--- config.mk ---
export PLATFORM = sky130hd
export DESIGN_NAME = fft_result_streamer_flat
export DESIGN_NICKNAME = d
export VERILOG_FILES = /design/src/rtl/fft_result_streamer_if.sv /design/src/rtl/fft_result_streamer.sv /design/src/flat_wrapper.sv
export SDC_FILE = /design/constraint.sdc
export NUM_CORES = 1
export LEC_CHECK = 0
export ABC_AREA = 0
export ABC_CLOCK_PERIOD_IN_PS = 3900
export CELL_PAD_IN_SITES_DETAIL_PLACEMENT = 2
export CELL_PAD_IN_SITES_GLOBAL_PLACEMENT = 2
export CORE_MARGIN = 3
export CORE_UTILIZATION = 35
export CTS_CLUSTER_DIAMETER = 50
export DETAILED_ROUTE_END_ITERATION = 16
export DONT_BUFFER_PORTS = 1
export HOLD_SLACK_MARGIN = 0.03
export PLACE_DENSITY = 0.76
export SYNTH_ARGS = -nofsm -noshare
export SYNTH_HDL_FRONTEND = slang
export SYNTH_SLANG_ARGS = --single-unit
--- constraint.sdc ---
create_clock -name clk_i -period 3.9 [get_ports clk_i]
set_clock_uncertainty 0.05 [all_clocks]
set_input_delay 0.78 -clock clk_i [delete_from_list [all_inputs] [get_ports clk_i]]
set_output_delay 0.78 -clock clk_i [all_outputs]
set_load 0.03 [all_outputs]
--- src/rtl/fft_result_streamer_if.sv ---
// Result-buffer read port plus the outgoing AXI-style stream. The streamer side
// is the master: it drives the read strobe/address and the stream beats.
interface fft_result_streamer_if #(
  parameter int ADDR_W = 12,
  parameter int DATA_W = 32
) ();
  logic              mem_rd_en;
  logic [ADDR_W-1:0] mem_addr;
  logic [DATA_W-1:0] mem_rdata;
  logic [DATA_W-1:0] m_tdata;
  logic              m_tvalid;
  logic              m_tready;
  logic              m_tlast;
  logic [7:0]        m_tuser;

  modport master (
    output mem_rd_en, mem_addr, m_tdata, m_tvalid, m_tlast, m_tuser,
    input  mem_rdata, m_tready
  );

  modport slave (
    input  mem_rd_en, mem_addr, m_tdata, m_tvalid, m_tlast, m_tuser,
    output mem_rdata, m_tready
  );
endinterface

--- src/rtl/fft_result_streamer.sv ---
// Reads N FFT results (optionally bit-reversed) from the result buffer and
// streams them out; a 2-entry FIFO hides the 1-cycle read latency.
module fft_result_streamer #(
  parameter int FFT_MAX_LENGTH_LOG2 = 12,
  parameter int FFT_MIN_LENGTH_LOG2 = 8,
  parameter int FFT_DATA_WIDTH      = 16
) (
  input  logic       clk_i,
  input  logic       reset_i,
  input  logic       start_i,
  input  logic       abort_i,
  input  logic [3:0] length_log2_i,
  input  logic       bitrev_en_i,
  input  logic [7:0] scale_factor_i,
  output logic       busy_o,
  output logic       done_o,
  output logic       error_o,
  fft_result_streamer_if.master bus
);
  localparam int AW = FFT_MAX_LENGTH_LOG2;
  localparam int DW = 2 * FFT_DATA_WIDTH;

  typedef enum logic [1:0] {IDLE, STREAM, DRAIN, DONE} state_e;

  typedef struct packed {
    logic          last;
    logic [DW-1:0] data;
  } entry_t;

  state_e state, state_nxt;

  logic [3:0]    len_q;
  logic          bitrev_q;
  logic [7:0]    scale_q;
  logic [AW:0]   rd_cnt;
  logic [AW:0]   n_val;
  logic          inflight;
  logic          inflight_last;

  entry_t [1:0]  fifo_mem;
  entry_t        head;
  logic          wr_ptr;
  logic          rd_ptr;
  logic [1:0]    count;

  logic          len_ok;
  logic          accept;
  logic          rd_en;
  logic          last_rd;
  logic          push;
  logic          pop;
  logic [2:0]    occ;

  logic [AW-1:0] cnt_lo;
  logic [AW-1:0] cnt_rev;
  logic [AW-1:0] addr_mask;
  logic [3:0]    rev_sh;

  assign len_ok = (length_log2_i >= 4'(FFT_MIN_LENGTH_LOG2)) &&
                  (length_log2_i <= 4'(FFT_MAX_LENGTH_LOG2));
  assign accept = (state == IDLE) && start_i && !abort_i && len_ok;

  assign n_val   = (AW+1)'(1) << len_q;
  assign last_rd = (rd_cnt == (n_val - (AW+1)'(1)));

  assign push = inflight;
  assign pop  = bus.m_tvalid & bus.m_tready;

  // Entries held plus the read already on its way must stay within 2
  // after this edge's pop, so the FIFO can never overflow.
  assign occ   = 3'(count) + 3'(inflight);
  assign rd_en = (state == STREAM) && (occ < (3'd2 + 3'(pop)));

  // Full-width reverse, then shift down so only the low L bits participate.
  assign cnt_lo = rd_cnt[AW-1:0];
  always_comb begin
    cnt_rev = '0;
    for (int i = 0; i < AW; i++) cnt_rev[i] = cnt_lo[AW-1-i];
  end
  assign rev_sh    = 4'(AW) - len_q;
  assign addr_mask = n_val[AW-1:0] - AW'(1);

  assign bus.mem_rd_en = rd_en;
  assign bus.mem_addr  = (bitrev_q ? (cnt_rev >> rev_sh) : cnt_lo) & addr_mask;

  assign head         = fifo_mem[rd_ptr];
  assign bus.m_tvalid = (count != 2'd0);
  assign bus.m_tdata  = head.data;
  assign bus.m_tlast  = head.last;
  assign bus.m_tuser  = scale_q;

  always_comb begin
    state_nxt = state;
    busy_o    = (state == STREAM) || (state == DRAIN);
    done_o    = (state == DONE);
    case (state)
      IDLE:   if (accept) state_nxt = STREAM;
      STREAM: if (rd_en && last_rd) state_nxt = DRAIN;
      DRAIN:  if (!inflight && ((count == 2'd0) || ((count == 2'd1) && pop)))
                state_nxt = DONE;
      DONE:   state_nxt = IDLE;
      default: state_nxt = IDLE;
    endcase
    if (abort_i) state_nxt = IDLE;
  end

  always_ff @(posedge clk_i) begin
    if (reset_i) begin
      state   <= IDLE;
      error_o <= 1'b0;
    end else begin
      state   <= state_nxt;
      error_o <= (state == IDLE) && start_i && !abort_i && !len_ok;
    end
  end

  always_ff @(posedge clk_i) begin
    if (reset_i) begin
      len_q    <= '0;
      bitrev_q <= 1'b0;
      scale_q  <= '0;
      rd_cnt   <= '0;
    end else if (accept) begin
      len_q    <= length_log2_i;
      bitrev_q <= bitrev_en_i;
      scale_q  <= scale_factor_i;
      rd_cnt   <= '0;
    end else if (rd_en && !abort_i) begin
      rd_cnt   <= rd_cnt + (AW+1)'(1);
    end
  end

  // Abort drops both the buffered beats and the read still in flight.
  always_ff @(posedge clk_i) begin
    if (reset_i || abort_i) begin
      inflight      <= 1'b0;
      inflight_last <= 1'b0;
      fifo_mem      <= '0;
      wr_ptr        <= 1'b0;
      rd_ptr        <= 1'b0;
      count         <= '0;
    end else begin
      inflight      <= rd_en;
      inflight_last <= rd_en & last_rd;
      if (push) fifo_mem[wr_ptr] <= '{last: inflight_last, data: bus.mem_rdata};
      wr_ptr        <= wr_ptr ^ push;
      rd_ptr        <= rd_ptr ^ pop;
      count         <= count + 2'(push) - 2'(pop);
    end
  end
endmodule
--- src/flat_wrapper.sv ---
// flat-port wrapper written by rule: the top's interface ports become plain ports
module fft_result_streamer_flat 
#(
  parameter int FFT_MAX_LENGTH_LOG2 = 12,
  parameter int FFT_MIN_LENGTH_LOG2 = 8,
  parameter int FFT_DATA_WIDTH      = 16
)
  (clk_i, reset_i, start_i, abort_i, length_log2_i, bitrev_en_i, scale_factor_i, busy_o, done_o, error_o, bus_mem_rd_en, bus_mem_addr, bus_m_tdata, bus_m_tvalid, bus_m_tlast, bus_m_tuser, bus_mem_rdata, bus_m_tready);
  fft_result_streamer_if bus_i ();
  input  logic clk_i;
  input  logic reset_i;
  input  logic start_i;
  input  logic abort_i;
  input  logic [3:0] length_log2_i;
  input  logic bitrev_en_i;
  input  logic [7:0] scale_factor_i;
  output logic busy_o;
  output logic done_o;
  output logic error_o;
  output wire logic [$bits(bus_i.mem_rd_en)-1:0] bus_mem_rd_en;
  output wire logic [$bits(bus_i.mem_addr)-1:0] bus_mem_addr;
  output wire logic [$bits(bus_i.m_tdata)-1:0] bus_m_tdata;
  output wire logic [$bits(bus_i.m_tvalid)-1:0] bus_m_tvalid;
  output wire logic [$bits(bus_i.m_tlast)-1:0] bus_m_tlast;
  output wire logic [$bits(bus_i.m_tuser)-1:0] bus_m_tuser;
  input wire logic [$bits(bus_i.mem_rdata)-1:0] bus_mem_rdata;
  input wire logic [$bits(bus_i.m_tready)-1:0] bus_m_tready;
  assign bus_mem_rd_en = bus_i.mem_rd_en;
  assign bus_mem_addr = bus_i.mem_addr;
  assign bus_m_tdata = bus_i.m_tdata;
  assign bus_m_tvalid = bus_i.m_tvalid;
  assign bus_m_tlast = bus_i.m_tlast;
  assign bus_m_tuser = bus_i.m_tuser;
  assign bus_i.mem_rdata = bus_mem_rdata;
  assign bus_i.m_tready = bus_m_tready;
  fft_result_streamer #(.FFT_MAX_LENGTH_LOG2(FFT_MAX_LENGTH_LOG2), .FFT_MIN_LENGTH_LOG2(FFT_MIN_LENGTH_LOG2), .FFT_DATA_WIDTH(FFT_DATA_WIDTH)) u_core (.clk_i(clk_i), .reset_i(reset_i), .start_i(start_i), .abort_i(abort_i), .length_log2_i(length_log2_i), .bitrev_en_i(bitrev_en_i), .scale_factor_i(scale_factor_i), .busy_o(busy_o), .done_o(done_o), .error_o(error_o), .bus(bus_i));
endmodule
==> reports/metrics.yaml, run 1 <==
status: "finished, final reports clean"
gp_congestion: 0.8469
rsz0062_at_grt: "no"
clk_latency_ns: 0.34
crit_family: "simple AND/OR/NAND/NOR gates"
period_share_pct: 95.53
ir_drop_mv: 0.1935
grt_overflow: 0
fin_tns_setup_ns: 0
grt_pass1_wl_mm: 28.84
first_pass_iters: 4
cp_max_fo: 17
track_usage_pct: 20.01
syn-instance-count: 645
synth_area_um2: 5682
synth-seq-cells: 101
end_kind: "primary output"
synthFlopType: "dfxtp_1"
cts_root_buf: "clkbuf_16"
startpoint_type: "flop"
numCtsBuffers: 9
wl_met3_um: 866
io_buffer_count: 0
synth_nets: 714
dr_wl_met2_mm: 8.665
finalSetupViolCount: 0
cpMaxStageDelayCell: "or4b_2"
die_h_um: 133.4
grt_max_degree: 51
avgViaCountPerCell: 5.396
antenna_found_initial: 0
drt-wirelength-per-cell_um: 20.61
max_freq_mhz: 268.4
die_w_um: 133.4
final_layout_size_suffix_gt1_share_pct: 16.30
worst_slack_ns: 0.1745
wl_mm: 17.50
clock_path_buffers: 2
drt_first_iter_violations: 157
post_cts_buffers: 0
hold_path.class: "in2reg"
synth_edf_count: 0
avgSynthCellArea_um2: 8.809
crit_required_ns: 3.07
whs_ns: 0.4403
ant_nets: 0
grt_pass1_vias: 5179
start_util_pct: 36.56
powerDensity_nw_per_um2: 331.6
slowest_delay_ns: 0.60
finalPower_mw: 2.071
wl_met1_mm: 7.718
drv_cap: 0
remaining_drc_errors: 0
finalWorstPathRequiredPeriod_ns: 3.725
tightest_slew_ns: 1.126
tritoncts: "done"
finalNonFillerCells: 849
p_leak_nw: 2.145
top_layer: "met4"
nNetsFinal: 702
die-area_um2: 17800
yosys_warnings: 0
cp_data_arrival_time_ns: 2.90
hold_viol: 0
synth_seq_area_share_pct: 35.59
crit_buf_inv: 2
htreeDepth: 3
diodes: 0
vias: 4581
yosysUniqueCellTypes: 66
hpwlAfterDp_mm: 13.08
place_inst: 833
io_pins: 108
rows: 45
area_growth_pct: 9.910
path_cells: "buf_4, ha_1, nor2b_4, nand2_1, ha_1, buf_4, or4b_2, o221ai_1, and2_2"
dp_slack_ns: 0.4540
path_class: "reg2out"
clock-sinks: 101
slew_violations: 0
async_flop_share_pct: 0
path_clk_slew_ns: 0.07
max_slew_margin_pct: 24.96
floorplan.core_area_um2: 15540
-- repair_timing --
item | in CTS | in global routing
setup endpoints to repair | 0 | 2
hold buffers | 0 | 0
resized for setup | 0 | 2
endpoints found under the hold margin | 0 | 0
-- per-stage QoR --
| stage | utilization [%] | area [µm²] |
|---|---|---|
| global placement | 38.26 | 5946 |
| detailed placement | 38.26 | 5946 |
| CTS | 40.14 | 6237 |
| finish | 40.19 | 6245 |
| global route | 40.19 | 6245 |
| floorplan | - | 5690 |
-- layout make-up --
type                       count  area, µm²
clock inverter                 6      52.55
sequential                   101       2022
timing repair buffer          27      227.7
inverter                      20      75.07
clock buffer                  10      239.0
multi-input combinational    474       3364
fill                        1721       9295
tap                          211      264.0
-- worst reg2reg max path: cells and delay by family (launching register included) --
family | cells | cell delay, ns
fa+ha+maj | 2 | 0.41
simple gates | 5 | 1.33
xor+xnor | 1 | 0.16
buf+inv | 2 | 0.39
compound gates | 2 | 0.57
flops | 1 | 0.32
-- cell usage in the layout (no fill, tap or decap), types with 9 or more instances in the layout --
| master | n |
|---|---|
| a21oi_1 | 24 |
| buf_4 | 25 |
| clkbuf_16 | 9 |
| dfxtp_1 | 101 |
| ha_1 | 16 |
| inv_1 | 18 |
| mux2_2 | 38 |
| mux2i_1 | 76 |
| nand2_1 | 50 |
| nand3_1 | 14 |
| nor2_1 | 106 |
| o21ai_0 | 19 |
| xnor2_1 | 13 |
| xor2_1 | 12 |
-- power breakdown --
group	internal (mW)	switching [mW]
Combinational	0.0557	0.0995
Clock	0.461	0.409
Sequential	1.04	0.0109
-- cell usage after synthesis (7+ instances only) --
master | number | area, µm²
o21ai_0 | 19 | 95.09
dfxtp_1 | 101 | 2022
xor2_1 | 12 | 105.1
nor3_1 | 7 | 35.03
xnor2_1 | 13 | 113.9
nand3_1 | 14 | 70.07
nand2_1 | 50 | 187.7
mux2i_1 | 76 | 760.7
clkbuf_1 | 31 | 116.4
inv_1 | 18 | 67.56
nor2_1 | 106 | 397.9
mux2_2 | 38 | 427.9
buf_1 | 8 | 30.03
o22ai_1 | 7 | 43.79
a21oi_1 | 24 | 120.1
ha_1 | 19 | 237.7
-- worst paths after layout --
path | slack (ns) | cells after the start | from | to
setup / recovery | 0.17 | 9 | u_core.len_q[0] | bus_mem_addr[6]
hold / removal | 0.44 | 1 | reset_i | u_core.bus.m_tuser[2]
setup reg to reg | 0.55 | 12 | u_core.len_q[0] | u_core.state[0]
hold reg to reg | 0.45 | 2 | u_core.fifo_mem[26] | u_core.fifo_mem[26]
-- cell families after synthesis --
group                      synth area share, %
and+or+nand+nor                          18.74
muxes                                    21.71
DFF                                      35.59
AOI/OAI and AO/OA                        9.976
buffers and inverters                    5.549
xor gates and xnor gates                 4.250
adders and majority gates                4.184
-- state kept, by name, indices dropped and copies added (netlist names) --
signal	cells
u_core.bitrev_q	1
u_core.bus.m_tuser	8
u_core.count	2
u_core.error_o	1
u_core.fifo_mem	66
u_core.inflight	1
u_core.inflight_last	1
u_core.len_q	4
u_core.rd_cnt	13
u_core.rd_ptr	1
u_core.state	2
u_core.wr_ptr	1
-- per-layer routing --
layer	vias to the layer above	global-route usage [%]
met4	0	4.629
met2	97	34.76
met3	18	4.683
met1	2256	25.25
li1	2210	-
met5	-	0
No activity file was read; power rests on OpenSTA's default activity.
==> run 2: changes to the inputs <==
--- a/config.mk
+++ b/config.mk
@@ -16,6 +16,7 @@
 export DONT_BUFFER_PORTS = 1
 export HOLD_SLACK_MARGIN = 0.03
 export PLACE_DENSITY = 0.76
+export SKIP_CTS_REPAIR_TIMING = 1
 export SYNTH_ARGS = -nofsm -noshare
 export SYNTH_HDL_FRONTEND = slang
 export SYNTH_SLANG_ARGS = --single-unit
==> results of run 2 <==
Final layout, timing and power as in run 1 (identical DEF).
==> run 3: changes to the inputs <==
--- a/config.mk
+++ b/config.mk
@@ -9,13 +9,13 @@
 export ABC_CLOCK_PERIOD_IN_PS = 3900
 export CELL_PAD_IN_SITES_DETAIL_PLACEMENT = 2
 export CELL_PAD_IN_SITES_GLOBAL_PLACEMENT = 2
-export CORE_MARGIN = 3
+export CORE_MARGIN = 8
 export CORE_UTILIZATION = 35
 export CTS_CLUSTER_DIAMETER = 50
 export DETAILED_ROUTE_END_ITERATION = 16
 export DONT_BUFFER_PORTS = 1
 export HOLD_SLACK_MARGIN = 0.03
-export PLACE_DENSITY = 0.76
+export PLACE_DENSITY_LB_ADDON = 0.1
 export SKIP_CTS_REPAIR_TIMING = 1
 export SYNTH_ARGS = -nofsm -noshare
 export SYNTH_HDL_FRONTEND = slang
==> run 3 against run 2 <==
Effect of this change: final cell count grew 0.12%; power grew 1.7%; clock-buffer cell count shrank 1; fmax grew 2.0%; non-clock buffer count shrank 4; sequential share of layout area grew 0.20 points; combinational power shrank 3%; sequential power is essentially flat; die area grew 16%; global-route usage shrank 2.7 points; critical path depth is the same; sequential cell count is the same; largest cell class unchanged; largest power group unchanged.
==> reports/metrics.yaml, run 3 (synthesized netlist as in run 1, its figures left out) <==
finalPower_mw: 2.107
io_buffer_count: 0
gp_congestion: 0.7919
intPower_mw: 1.546
final_cell_mix: "nor2_1, dfxtp_1, mux2i_1"
final_area_um2: 6211
vias: 4566
grt_max_degree: 39
clkPwrFrac_pct: 43.1
die_w_um: 143.4
start_util_pct: 35.77
htreeDepth: 3
end_kind: "primary output"
cp_data_arrival_time_ns: 2.82
largest_reg_flops: 66
die-area_um2: 20570
clock-sinks: 101
crit_path_frequent_cell: "a21oi_1"
max_slew_margin_pct: 37.69
path_class: "reg2out"
drt-wirelength-per-cell_um: 20.59
slowest_delay_ns: 0.68
power_frac_seq_pct: 49.7
antenna_found_initial: 0
diodes: 0
startpoint_type: "flop"
die_h_um: 143.4
ant_nets: 0
crit_required_ns: 3.07
finalSetupViolCount: 0
track_usage_pct: 17.28
remaining_drc_errors: 0
finalWorstPathRequiredPeriod_ns: 3.654
powerDensity_nw_per_um2: 339.3
numCtsBuffers: 9
clock_path_buffers: 2
drv_cap: 0
io_pins: 108
comb_power_share_pct: 7.2
cpMaxStageDelayCell: "ha_1"
cp_max_fo: 16
floorplan.core_area_um2: 15890
rows: 46
tritoncts: "done"
drt_first_iter_violations: 117
power.switching_mw: 0.5612
p_sw_share_pct: 26.63
hold_viol: 0
rsz0062_at_grt: "no"
avgViaCountPerCell: 5.372
layout_commonest_cell: "nor2_1"
tightest_slew_ns: 0.9346
regMostFlops: "u_core.fifo_mem"
cts_root_buf: "clkbuf_16"
wl_mm: 17.51
max_freq_mhz: 273.7
ir_drop_mv: 0.2099
p_leak_nw: 2.131
grt_pass1_wl_mm: 27.81
path_cells: "inv_1, ha_1, mux2_2, nor2_1, a21oi_1, nor3b_1, a21oi_1, a21oi_1, buf_4"
area_growth_pct: 9.315
slew_violations: 0
fin_tns_setup_ns: 0
path_clk_slew_ns: 0.08
clk_latency_ns: 0.35
nNetsFinal: 698
hold_path.class: "in2reg"
final_core_util_pct: 39.10
period_share_pct: 93.70
postPlaceCellArea_um2: 5911
final_layout_size_suffix_gt1_share_pct: 15.62
status: "finished, final reports clean"
first_pass_iters: 4
grt_overflow: 0
hpwlAfterDp_mm: 13.05
grt_pass1_vias: 5062
run 3: path summary, 6_finish.rpt:
| path | from | end | slack [ns] | cells past startpoint |
|---|---|---|---|---|
| max reg2reg | u_core.len_q[0] | u_core.state[0] | 0.60 | 13 |
| max | u_core.len_q[1] | bus_mem_addr[3] | 0.25 | 9 |
| min reg2reg | u_core.fifo_mem[43] | u_core.fifo_mem[43] | 0.44 | 2 |
| min | reset_i | u_core.bus.m_tuser[2] | 0.43 | 1 |
run 3: power groups by stage:
| stage | combinational, mW | clock [mW] | sequential (mW) |
|---|---|---|---|
| after global routing | 0.168 | 0.984 | 1.05 |
| final | 0.151 | 0.909 | 1.05 |
| after CTS | 0.154 | 0.949 | 1.05 |
| after global placement | 0.149 | 0 | 1.07 |
| after floorplan | 0.122 | 0 | 1.07 |
| after detailed placement | 0.154 | 0 | 1.07 |
run 3: layout make-up:
class / instances / area, µm²
flip-flops and latches: 101 / 2023
inverters: 20 / 75.07
clock inverters: 7 / 75.07
clock buffers: 9 / 225.2
repair buffers: 23 / 185.2
fillers: 1809 / 9674
multi-input cells: 474 / 3357
well taps: 216 / 270.3
run 3: critical path: cells and delay by family, from the launching register on:
family / cells / cell delay, ns
muxes: 1 / 0.29
AOI/OAI and AO/OA: 3 / 0.49
adders and majority gates: 1 / 0.68
and+or+nand+nor: 2 / 0.33
buffers and inverters: 2 / 0.27
DFF: 1 / 0.40
run 3: per-layer routing:
metal / part of all wire [%] / GRT usage [%] / vias up
li1: - / - / 2184
met1: 42 / 19.36 / 2281
met2: 50 / 31.09 / 84
met3: 5.3 / 4.114 / 17
met4: 1.9 / 6.475 / 0
met5: 0 / 0 / -
run 3: metrics by stage:
| stage | hold slack [ns] | cells | setup slack (ns) |
|---|---|---|---|
| after CTS | 0.4158 | 850 | 0.2206 |
| after floorplan | 0.4044 | 645 | -0.03860 |
| after global routing | 0.4121 | 850 | 0.03471 |
| after detailed placement | 0.4316 | 834 | 0.6258 |
| after global placement | 0.4162 | 834 | 0.7239 |
| final | 0.4336 | 850 | 0.2458 |
